### src/rtl/spongent_perm_engine.sv
// Self-sequenced SPONGENT sponge engine: absorb, permute, squeeze over valid/ready streams.
// Optional feature: define SPONGENT_PERF_CNT_EN to count completed permutations on perm_count.
module spongent_perm_engine #(
  parameter int                   STATE_SIZE  = 136,
  parameter int                   RATE        = 8,
  parameter int unsigned          LFSR_POLY   = 8'b11000001,
  parameter int                   LFSR_SIZE   = 7,
  parameter logic [LFSR_SIZE-1:0] LFSR_INIT   = 7'b1111010,
  parameter int                   NUM_ROUNDS  = 70,
  parameter int                   UNROLL      = 1,
  parameter int                   HASH_BLOCKS = 16
) (
  input  logic            clk,
  input  logic            rst_n,
  input  logic            soft_clear,
  input  logic            in_valid,
  output logic            in_ready,
  input  logic [RATE-1:0] in_data,
  input  logic            in_last,
  output logic            out_valid,
  input  logic            out_ready,
  output logic [RATE-1:0] out_data,
  output logic            out_last,
  output logic            busy,
  output logic [31:0]     perm_count
);

  localparam int NUM_SBOXES  = (STATE_SIZE + 3) / 4;
  localparam int PAD_SIZE    = NUM_SBOXES * 4;
  localparam int PERM_CYCLES = NUM_ROUNDS / UNROLL;
  localparam int RC_W        = (PERM_CYCLES > 1) ? $clog2(PERM_CYCLES) : 1;
  localparam int BC_W        = (HASH_BLOCKS > 1) ? $clog2(HASH_BLOCKS) : 1;
  // Feedback taps: polynomial terms above x^0, so x^LFSR_SIZE lines up with the MSB.
  localparam logic [LFSR_SIZE-1:0] LFSR_TAPS = LFSR_SIZE'(LFSR_POLY >> 1);

  localparam logic [1:0] IDLE    = 2'd0;
  localparam logic [1:0] ABSORB  = 2'd1;
  localparam logic [1:0] PERM    = 2'd2;
  localparam logic [1:0] SQUEEZE = 2'd3;

  function automatic logic [3:0] sbox(input logic [3:0] x);
    logic [3:0] r;
    case (x)
      4'h0: r = 4'hE;  4'h1: r = 4'hD;  4'h2: r = 4'hB;  4'h3: r = 4'h0;
      4'h4: r = 4'h2;  4'h5: r = 4'h1;  4'h6: r = 4'h4;  4'h7: r = 4'hF;
      4'h8: r = 4'h7;  4'h9: r = 4'hA;  4'hA: r = 4'h8;  4'hB: r = 4'h5;
      4'hC: r = 4'h9;  4'hD: r = 4'hC;  4'hE: r = 4'h3;  default: r = 4'h6;
    endcase
    return r;
  endfunction

  function automatic int p_pos(input int j);
    if (j == STATE_SIZE - 1) return j;
    return (j * (STATE_SIZE / 4)) % (STATE_SIZE - 1);
  endfunction

  function automatic logic [LFSR_SIZE-1:0] lfsr_step(input logic [LFSR_SIZE-1:0] v);
    return {v[LFSR_SIZE-2:0], ^(v & LFSR_TAPS)};
  endfunction

  logic [1:0]            fsm_reg,   fsm_next;
  logic [STATE_SIZE-1:0] state_reg, state_next;
  logic [LFSR_SIZE-1:0]  lfsr_reg,  lfsr_next;
  logic [RC_W-1:0]       round_reg, round_next;
  logic [BC_W-1:0]       block_reg, block_next;
  logic                  last_reg,  last_next;
  logic                  perm_final;

  // Round pipeline: UNROLL rounds chained combinationally, LFSR stepped alongside.
  logic [STATE_SIZE-1:0] rnd_state [0:UNROLL];
  logic [LFSR_SIZE-1:0]  rnd_lfsr  [0:UNROLL];

  assign rnd_state[0] = state_reg;
  assign rnd_lfsr[0]  = lfsr_reg;

  for (genvar gi = 0; gi < UNROLL; gi++) begin : g_round
    logic [STATE_SIZE-1:0] with_rc;
    logic [PAD_SIZE-1:0]   sbox_in;
    logic [PAD_SIZE-1:0]   sbox_out;
    logic [STATE_SIZE-1:0] perm_out;

    // Counter goes into the low bits, its bit-reversal into the top bits.
    always_comb begin
      with_rc = rnd_state[gi];
      for (int k = 0; k < LFSR_SIZE; k++) begin
        with_rc[k]              = with_rc[k] ^ rnd_lfsr[gi][k];
        with_rc[STATE_SIZE-1-k] = with_rc[STATE_SIZE-1-k] ^ rnd_lfsr[gi][k];
      end
    end

    assign sbox_in = PAD_SIZE'(with_rc);

    for (genvar gj = 0; gj < NUM_SBOXES; gj++) begin : g_sbox
      assign sbox_out[4*gj +: 4] = sbox(sbox_in[4*gj +: 4]);
    end

    for (genvar gk = 0; gk < STATE_SIZE; gk++) begin : g_player
      assign perm_out[p_pos(gk)] = sbox_out[gk];
    end

    assign rnd_state[gi+1] = perm_out;
    assign rnd_lfsr[gi+1]  = lfsr_step(rnd_lfsr[gi]);
  end

  assign perm_final = (round_reg == RC_W'(PERM_CYCLES - 1));

  always_comb begin
    fsm_next   = fsm_reg;
    state_next = state_reg;
    lfsr_next  = lfsr_reg;
    round_next = round_reg;
    block_next = block_reg;
    last_next  = last_reg;
    if (soft_clear) begin
      fsm_next   = IDLE;
      state_next = '0;
      lfsr_next  = '0;
      round_next = '0;
      block_next = '0;
      last_next  = 1'b0;
    end else begin
      case (fsm_reg)
        IDLE, ABSORB: begin
          if (in_valid) begin
            state_next[RATE-1:0] = state_reg[RATE-1:0] ^ in_data;
            last_next            = in_last;
            round_next           = '0;
            lfsr_next            = LFSR_INIT;
            fsm_next             = PERM;
          end
        end
        PERM: begin
          state_next = rnd_state[UNROLL];
          lfsr_next  = rnd_lfsr[UNROLL];
          round_next = round_reg + 1'b1;
          if (perm_final) begin
            round_next = '0;
            fsm_next   = last_reg ? SQUEEZE : ABSORB;
          end
        end
        default: begin
          if (out_ready) begin
            if (block_reg == BC_W'(HASH_BLOCKS - 1)) begin
              state_next = '0;
              block_next = '0;
              last_next  = 1'b0;
              fsm_next   = IDLE;
            end else begin
              block_next = block_reg + 1'b1;
              round_next = '0;
              lfsr_next  = LFSR_INIT;
              fsm_next   = PERM;
            end
          end
        end
      endcase
    end
  end

  always_ff @(posedge clk or negedge rst_n) begin
    if (!rst_n) begin
      fsm_reg   <= IDLE;
      state_reg <= '0;
      lfsr_reg  <= '0;
      round_reg <= '0;
      block_reg <= '0;
      last_reg  <= 1'b0;
    end else begin
      fsm_reg   <= fsm_next;
      state_reg <= state_next;
      lfsr_reg  <= lfsr_next;
      round_reg <= round_next;
      block_reg <= block_next;
      last_reg  <= last_next;
    end
  end

  assign in_ready  = (fsm_reg == IDLE) || (fsm_reg == ABSORB);
  assign out_valid = (fsm_reg == SQUEEZE);
  assign out_data  = state_reg[RATE-1:0];
  assign out_last  = out_valid && (block_reg == BC_W'(HASH_BLOCKS - 1));
  assign busy      = (fsm_reg != IDLE);

`ifdef SPONGENT_PERF_CNT_EN
  logic [31:0] perm_count_reg;
  logic        perm_done;

  // An aborted permutation never completes, so soft_clear suppresses the count.
  assign perm_done = (fsm_reg == PERM) && perm_final && !soft_clear;

  always_ff @(posedge clk or negedge rst_n) begin
    if (!rst_n)
      perm_count_reg <= '0;
    else if (perm_done)
      perm_count_reg <= perm_count_reg + 32'd1;
  end

  assign perm_count = perm_count_reg;
`else
  assign perm_count = 32'h0;
`endif

endmodule

### config.mk
export PLATFORM = sky130hd
export DESIGN_NAME = spongent_perm_engine
export DESIGN_NICKNAME = d
export VERILOG_FILES = /design/src/rtl/spongent_perm_engine.sv
export SDC_FILE = /design/constraint.sdc
export NUM_CORES = 1
export LEC_CHECK = 0
export CORE_MARGIN = 10
export CORE_UTILIZATION = 50
export CTS_BUF_LIST = sky130_fd_sc_hd__clkbuf_4
export DETAILED_ROUTE_END_ITERATION = 16
export PLACE_DENSITY_LB_ADDON = 0.1
export SLEW_MARGIN = 10
export SYNTH_ARGS = -nofsm -noshare
export SYNTH_HDL_FRONTEND = slang
export SYNTH_SLANG_ARGS = --single-unit
### constraint.sdc
create_clock -name clk -period 2.5 [get_ports clk]
set_clock_uncertainty 0.2 [all_clocks]
set_input_delay 0.25 -clock clk [delete_from_list [all_inputs] [get_ports clk]]
set_output_delay 0.25 -clock clk [all_outputs]
set_load 0.03 [all_outputs]
Word-level counts from Yosys, hierarchy flattened
Memories as Yosys holds them, arrays and structs flattened.
Index checks and enable logic that the tools add are counted.
Cells by class
  reductions and logical operators: 20
  multiplexer cells: 33
  add/subtract/negate cells: 2
  bitwise operators: 15
  eq/ne operators: 11
Operators by type and width (count)
  two-way mux 136 bit: 3
  case mux 128 bit (2 select lines): 1
  two-way mux 7 bit: 9
  case mux 7 bit (2 select lines): 2
  two-way mux 4 bit: 4
  case mux 8 bit (2 select lines): 1
  XOR 1 bit: 14
  two-way mux 2 bit: 6
  AND reduction 3 bit: 4
  nonzero test 3 bit: 4
  two-way mux 8 bit: 1
  nonzero test 4 bit: 2
  XOR 8 bit: 1
  adder 7 x 1 -> 7 bit, second input constant: 1
  == test 7 bit, second input constant: 1
  XOR reduction 7 bit: 1
  inequality test 3 bit, second input constant: 2
  adder 4 x 1 -> 4 bit, second input constant: 1
  == test 2 bit, second input constant: 2
  == test 4 bit, second input constant: 1
  two-way mux 1 bit: 4
  inequality test 2 bit, second input constant: 2
  inequality test 4 x 2 -> 1 bit, second input constant: 1
  case mux 2 bit (2 select lines): 1
  11 further kinds: 12
Storage, ports and cells
  output and inout port bits: 44
  flip-flop bits (word level): 157
  memories: 34
  ROM bits: 2176
  input port bits: 14
Memory list
  (no name shown): depth 16, width 4, read ports 1, clocked after memory_dff 0, write ports 0, RTL line 43  | case (x)
  (no name shown): depth 16, width 4, read ports 1, clocked after memory_dff 0, write ports 0, RTL line 43
  (no name shown): depth 16, width 4, read ports 1, clocked after memory_dff 0, write ports 0, RTL line 43
  (no name shown): depth 16, width 4, read ports 1, clocked after memory_dff 0, write ports 0, RTL line 43
  (no name shown): depth 16, width 4, read ports 1, clocked after memory_dff 0, write ports 0, RTL line 43
  (no name shown): depth 16, width 4, read ports 1, clocked after memory_dff 0, write ports 0, RTL line 43
  +28 memories

Longest topological paths before layout
Gate-level depths: netlist of run 1.
  depth after elaboration: 5
  gate-level depth with buffers: 7

Least setup slack after synthesis of run 1
OpenSTA, ideal clock, no wires.
  path kind: register to register
  start: reg lfsr_reg[6]
  end: reg state_reg[134]
  data arrival time: 1822 ps
  data required time: 2222 ps
  library setup time: 78 ps
  stages on the path, launching flop included: 5
  clock period less this slack: 2100 ps
  setup slack: 400 ps
  cells stage by stage: dfrtp_1 xor2_1 ha_1 mux4_1 o2bb2ai_1
Between the ends
  word-level cells in the longest chain between the ends: 4
Ends and longest elaborated chain
  from (decl): RTL line 63  | logic [LFSR_SIZE-1:0] lfsr_reg, lfsr_next;
  from (signal assigned): RTL line 171  | lfsr_reg <= lfsr_next;
  XOR 1 bit: RTL line 87  | with_rc[STATE_SIZE-1-k] = with_rc[STATE_SIZE-1-k] ^ rnd_lfsr[gi][k];
  memory (16 x 4 bit)
  case mux 128 bit (2 select lines): RTL line 122  | case (fsm_reg)
  two-way mux 136 bit: RTL line 114  | if (soft_clear) begin
  to (signal assigned): RTL line 170  | state_reg <= state_next;
  to (decl): RTL line 62  | logic [STATE_SIZE-1:0] state_reg, state_next;
Every way passes these cells.
A chain may end at the register's enable or synchronous reset.

Worst setup path in the final report of run 1
  start: reg state_reg[7]
  end: out out_data[7]
RTL lines
  to (decl): RTL line 22  | output logic [RATE-1:0] out_data,
No word-level cell between the ends.

==> flow_results.org, run 1 <==
** Critical path
- At the worst endpoint, the required time is 2050 ps.
- Type of the worst setup path :: register to output pin
- The worst setup path is launched from a register.
- Largest driver fanout on the critical path :: 8
- The number of cells on the worst reg-to-reg path is 6.
- On the worst path, the slowest cell contributes a delay of 760 ps.
- At the worst endpoint, the arrival time is 1930 ps.
- The kind of cell with the highest combined delay along the critical path is buffers and inverters.
- The setup check on the worst reg-to-reg path leaves a slack of 280 ps.
- The worst register-to-register path begins at block_reg[0].
- CP Capture Type :: output pin
- The endpoint identified for the worst register-to-register timing path is state_reg[76].
- The number of buffers and inverters on the critical path is 1.
- Highest-delay cell along the critical path :: clkdlybuf4s50_1
- List of cells traversed by the critical path :: clkdlybuf4s50_1

** Pwr
- The worst-case IR drop observed on VDD is 0.289 mV.
- For this design the static power due to leakage is 5.70 nW.
- In this run the power density over the cells is 620 nW/um2.

** CTS
- Source-to-sink clock delay at the later pin of the worst-skew pair :: 580 ps
- TritonCTS clock tree :: yes
- CTS clk-pin slew, worst paths :: 140 ps
- In this run, CTS created clock tree buffers numbering 17.
- CTS sink cnt :: 157
- The H-tree was split into 4 levels.
- Cell chosen for the clock root :: clkbuf_4
- No sink is reached through more buffers than the 2 on the longest clock path.
- The number of setup buffers added after CTS is 0.

** Min path
- Class of the tightest hold or removal check :: primary input to register
- Counting instances, the worst hold path has a depth of 5.
- Source of the worst hold timing path :: in_data[7]
- Hold Path End :: state_reg[7]

** Synthesis
- Syn Area/Cell :: 9.55 um2
- Post-synth EDFFs :: 0
- Counting distinct cell types in the post-synthesis netlist gives 60.
- After synthesis, the cell types taking the most area are dfrtp_1 (33%), ha_1 (14%), a21oi_1 (5.6%).
- Yosys warnings :: 0
- The mapped netlist covers 12000 um2.
- Of the post-synthesis cell area, the dominant cell type holds 0.329.
- After synthesis, the most frequently instantiated cells are dfrtp_1 (157), a21oi_1 (134), ha_1 (132).
- Synthesis produced a netlist whose cell count is 1252.
- dfrtp_1 takes more of the synthesized area than any other cell.
- Top-count cell post-synth :: dfrtp_1
- Seq cells post-synth :: 157
- Flip-flop cell with the highest count after synthesis :: dfrtp_1
- After synthesis, the share of flip-flops with an asynchronous set or reset is 1.00.
- Of the synthesized area, sequential elements account for 0.329.

** Global routing
- Global routing finished with a remaining overflow of 0.
- Initial antenna violation count :: 1
- Vias in the first global route :: 8409
- Global-route total usage across every layer :: 0.185
- The first global-routing pass estimated 46300 um of wire.
- Largest net degree at the start of global routing :: 58

** Layout
- In the final design database the tool counted 1367 nets.
- Fin area :: 12700 um2
- In the final layout, the share of cells above drive strength 1 is 0.0754.
- Max reg flops :: 136
- Compared with the post-synthesis result, the final layout area differs by 6.28%.

** Routing
- The count of nets left with antenna violations once routing finished came out at 0.
- Total via count in the routed design :: 8925
- The highest layer touched by signal routing is met4.
- Drc violations :: 0
- Via-to-Cell Ratio :: 5.75
- Met2 wire length :: 13100 um
- In the final routed layout, each cell accounts on average for 18.1 um.
- The first detailed-routing pass took 5 iterations.
- For this block, the initial DRC count from the detailed router was 661.
- Wire segments on met3 add up to 929 um in the final route.
- Wires add up to 28100 um.
- Sum of routed wire segments on met1 :: 13700 um

** Timing
- For the final routed database, the setup TNS stands at 0 ps.
- At the pin with the least slew margin, the transition time is 704 ps.
- After layout, the worst setup slack is 118 ps.
- Setup repair after global routing missed its margin :: false
- The max-slew violation count came to 0.
- Minimum clock period after layout :: 2380 ps
- Tcrit/Tclk final :: 0.953
- Across all hold checks on the routed design, the worst slack comes to 132 ps.
- In this run the tightest slew margin relative to its limit is 0.530.
- Timing-limited maximum frequency :: 0.420 GHz
- Final setup vio count :: 0
- The number of hold violations in the final report is 0.

** Die
- Starting utilization of the core area :: 0.509
- After floorplanning, the core was sized to cover 23500 um2.
- The floorplan step set the die width to 175 um.
- Die footprint :: 30500 um2
- From bottom edge to top edge, the die measures 175 um.
- Cell row count :: 56
- Number of I/O pins :: 58

** Placed design
- At the end of routability-driven placement, the weighted congestion stood at 0.824.
- OpenSTA, run right after detailed placement, puts the worst setup slack at 280 ps.
- Once placement finished, the instance area stood at 12400 um2.
- During placement, the flow inserted port buffers numbering 25.
- Half-perimeter wire length after detailed placement :: 20100 um

** Outcome
- The run finished with clean final reports.

** Job
- The tool flagged a number of max-cap violations equal to 0.
==> area by class of cell <==
type,instances,area [um2]
antenna,1,2.50
timing repair buffer,57,586
clock buffer,18,135
clock inverter,13,166
multi-input combinational,883,7100
inverter,105,394
sequential,157,3930
fill,2096,10800
tap,319,399
==> cell families after synthesis <==
kind of cell	after synthesis	share of synthesized area
AO/OA/AOI/OAI	411	0.245
buffers and inverters	243	0.0898
AND/OR/NAND/NOR	171	0.0730
flip-flops	157	0.329
adder cells (fa/ha/maj)	132	0.138
multiplexers	80	0.0806
XOR/XNOR	57	0.0446
other	1	0.000314
==> where the power goes <==
group / internal (W) / switching, W
clock: 0.000704 / 0.000992
combinational: 0.00126 / 0.00151
sequential: 0.00280 / 0.000603
total: 0.00477 / 0.00310
==> routing by layer <==
metal | global-route usage | up-vias
met5 | 0 | -
met1 | 0.260 | 4371
met2 | 0.295 | 139
met3 | 0.0343 | 23
li1 | - | 4392
met4 | 0.0329 | 0
==> stage by stage <==
stage | std cells | utilization | total power, W
detailed placement | 1517 | 0.527 | 0.00622
floorplan | 1283 | - | 0.00545
CTS | 1552 | 0.542 | 0.00793
global route | 1553 | 0.541 | 0.00843
finish | 1553 | 0.541 | 0.00787
global placement | 1517 | 0.527 | 0.00618
==> placed cells by master, fill, tap and decap left out, types with 4 or more instances in the layout <==
cell / Yosys / routed
a211oi_1: 71 / 71
a21o_1: 22 / 22
a21oi_1: 134 / 133
a22o_1: 51 / 51
a311o_1: 5 / 5
buf_12: 0 / 8
buf_4: 40 / 21
clkbuf_4: 0 / 18
clkdlybuf4s50_1: 0 / 19
clkinvlp_4: 0 / 5
conb_1: 1 / 32
dfrtp_1: 157 / 155
ha_1: 132 / 132
inv_1: 104 / 104
mux2_2: 4 / 4
mux2i_1: 64 / 64
mux4_2: 10 / 10
nand2_1: 21 / 20
nand3_1: 7 / 7
nor2_1: 49 / 49
nor2b_1: 47 / 47
nor3_1: 28 / 28
nor4b_1: 5 / 5
o211ai_1: 6 / 6
o21ai_0: 15 / 15
o221a_2: 5 / 5
o2bb2ai_1: 59 / 59
o32ai_1: 19 / 19
xnor2_1: 36 / 36
xor2_1: 18 / 18
==> worst max path at each step <==
stage,start,to,slack [ps],cells after the start
after global routing,fsm_reg[1],out_valid,20,3
after CTS,state_reg[7],out_data[7],90,1
after global placement,out_ready,state_reg[80],280,6
after detailed placement,out_ready,state_reg[116],280,6
final,state_reg[7],out_data[7],120,1
after floorplan,lfsr_reg[6],state_reg[134],400,4
==> timing repair <==
item                                    CTS  global route
resized for setup                         6             2
hold buffers                              4             0
pin swaps                                 0             0
hold endpoints to repair                161             0
endpoints found under the setup margin    4             1
==> worst register-to-register path, delay by kind of cell (launching register included) <==
| family | cells | cell delay, ps |
|---|---|---|
| buf+inv | 1 | 280 |
| simple gates | 2 | 710 |
| fa+ha+maj | 1 | 260 |
| compound gates | 2 | 260 |
| flops | 1 | 440 |
(Power assumes the default switching activity.)
==> run 2, diff against run 1 <==
- GPL_ROUTABILITY_DRIVEN: not set -> 0
==> results of run 2 <==
No change in the layout: final DEF, timing and power equal those of run 1.
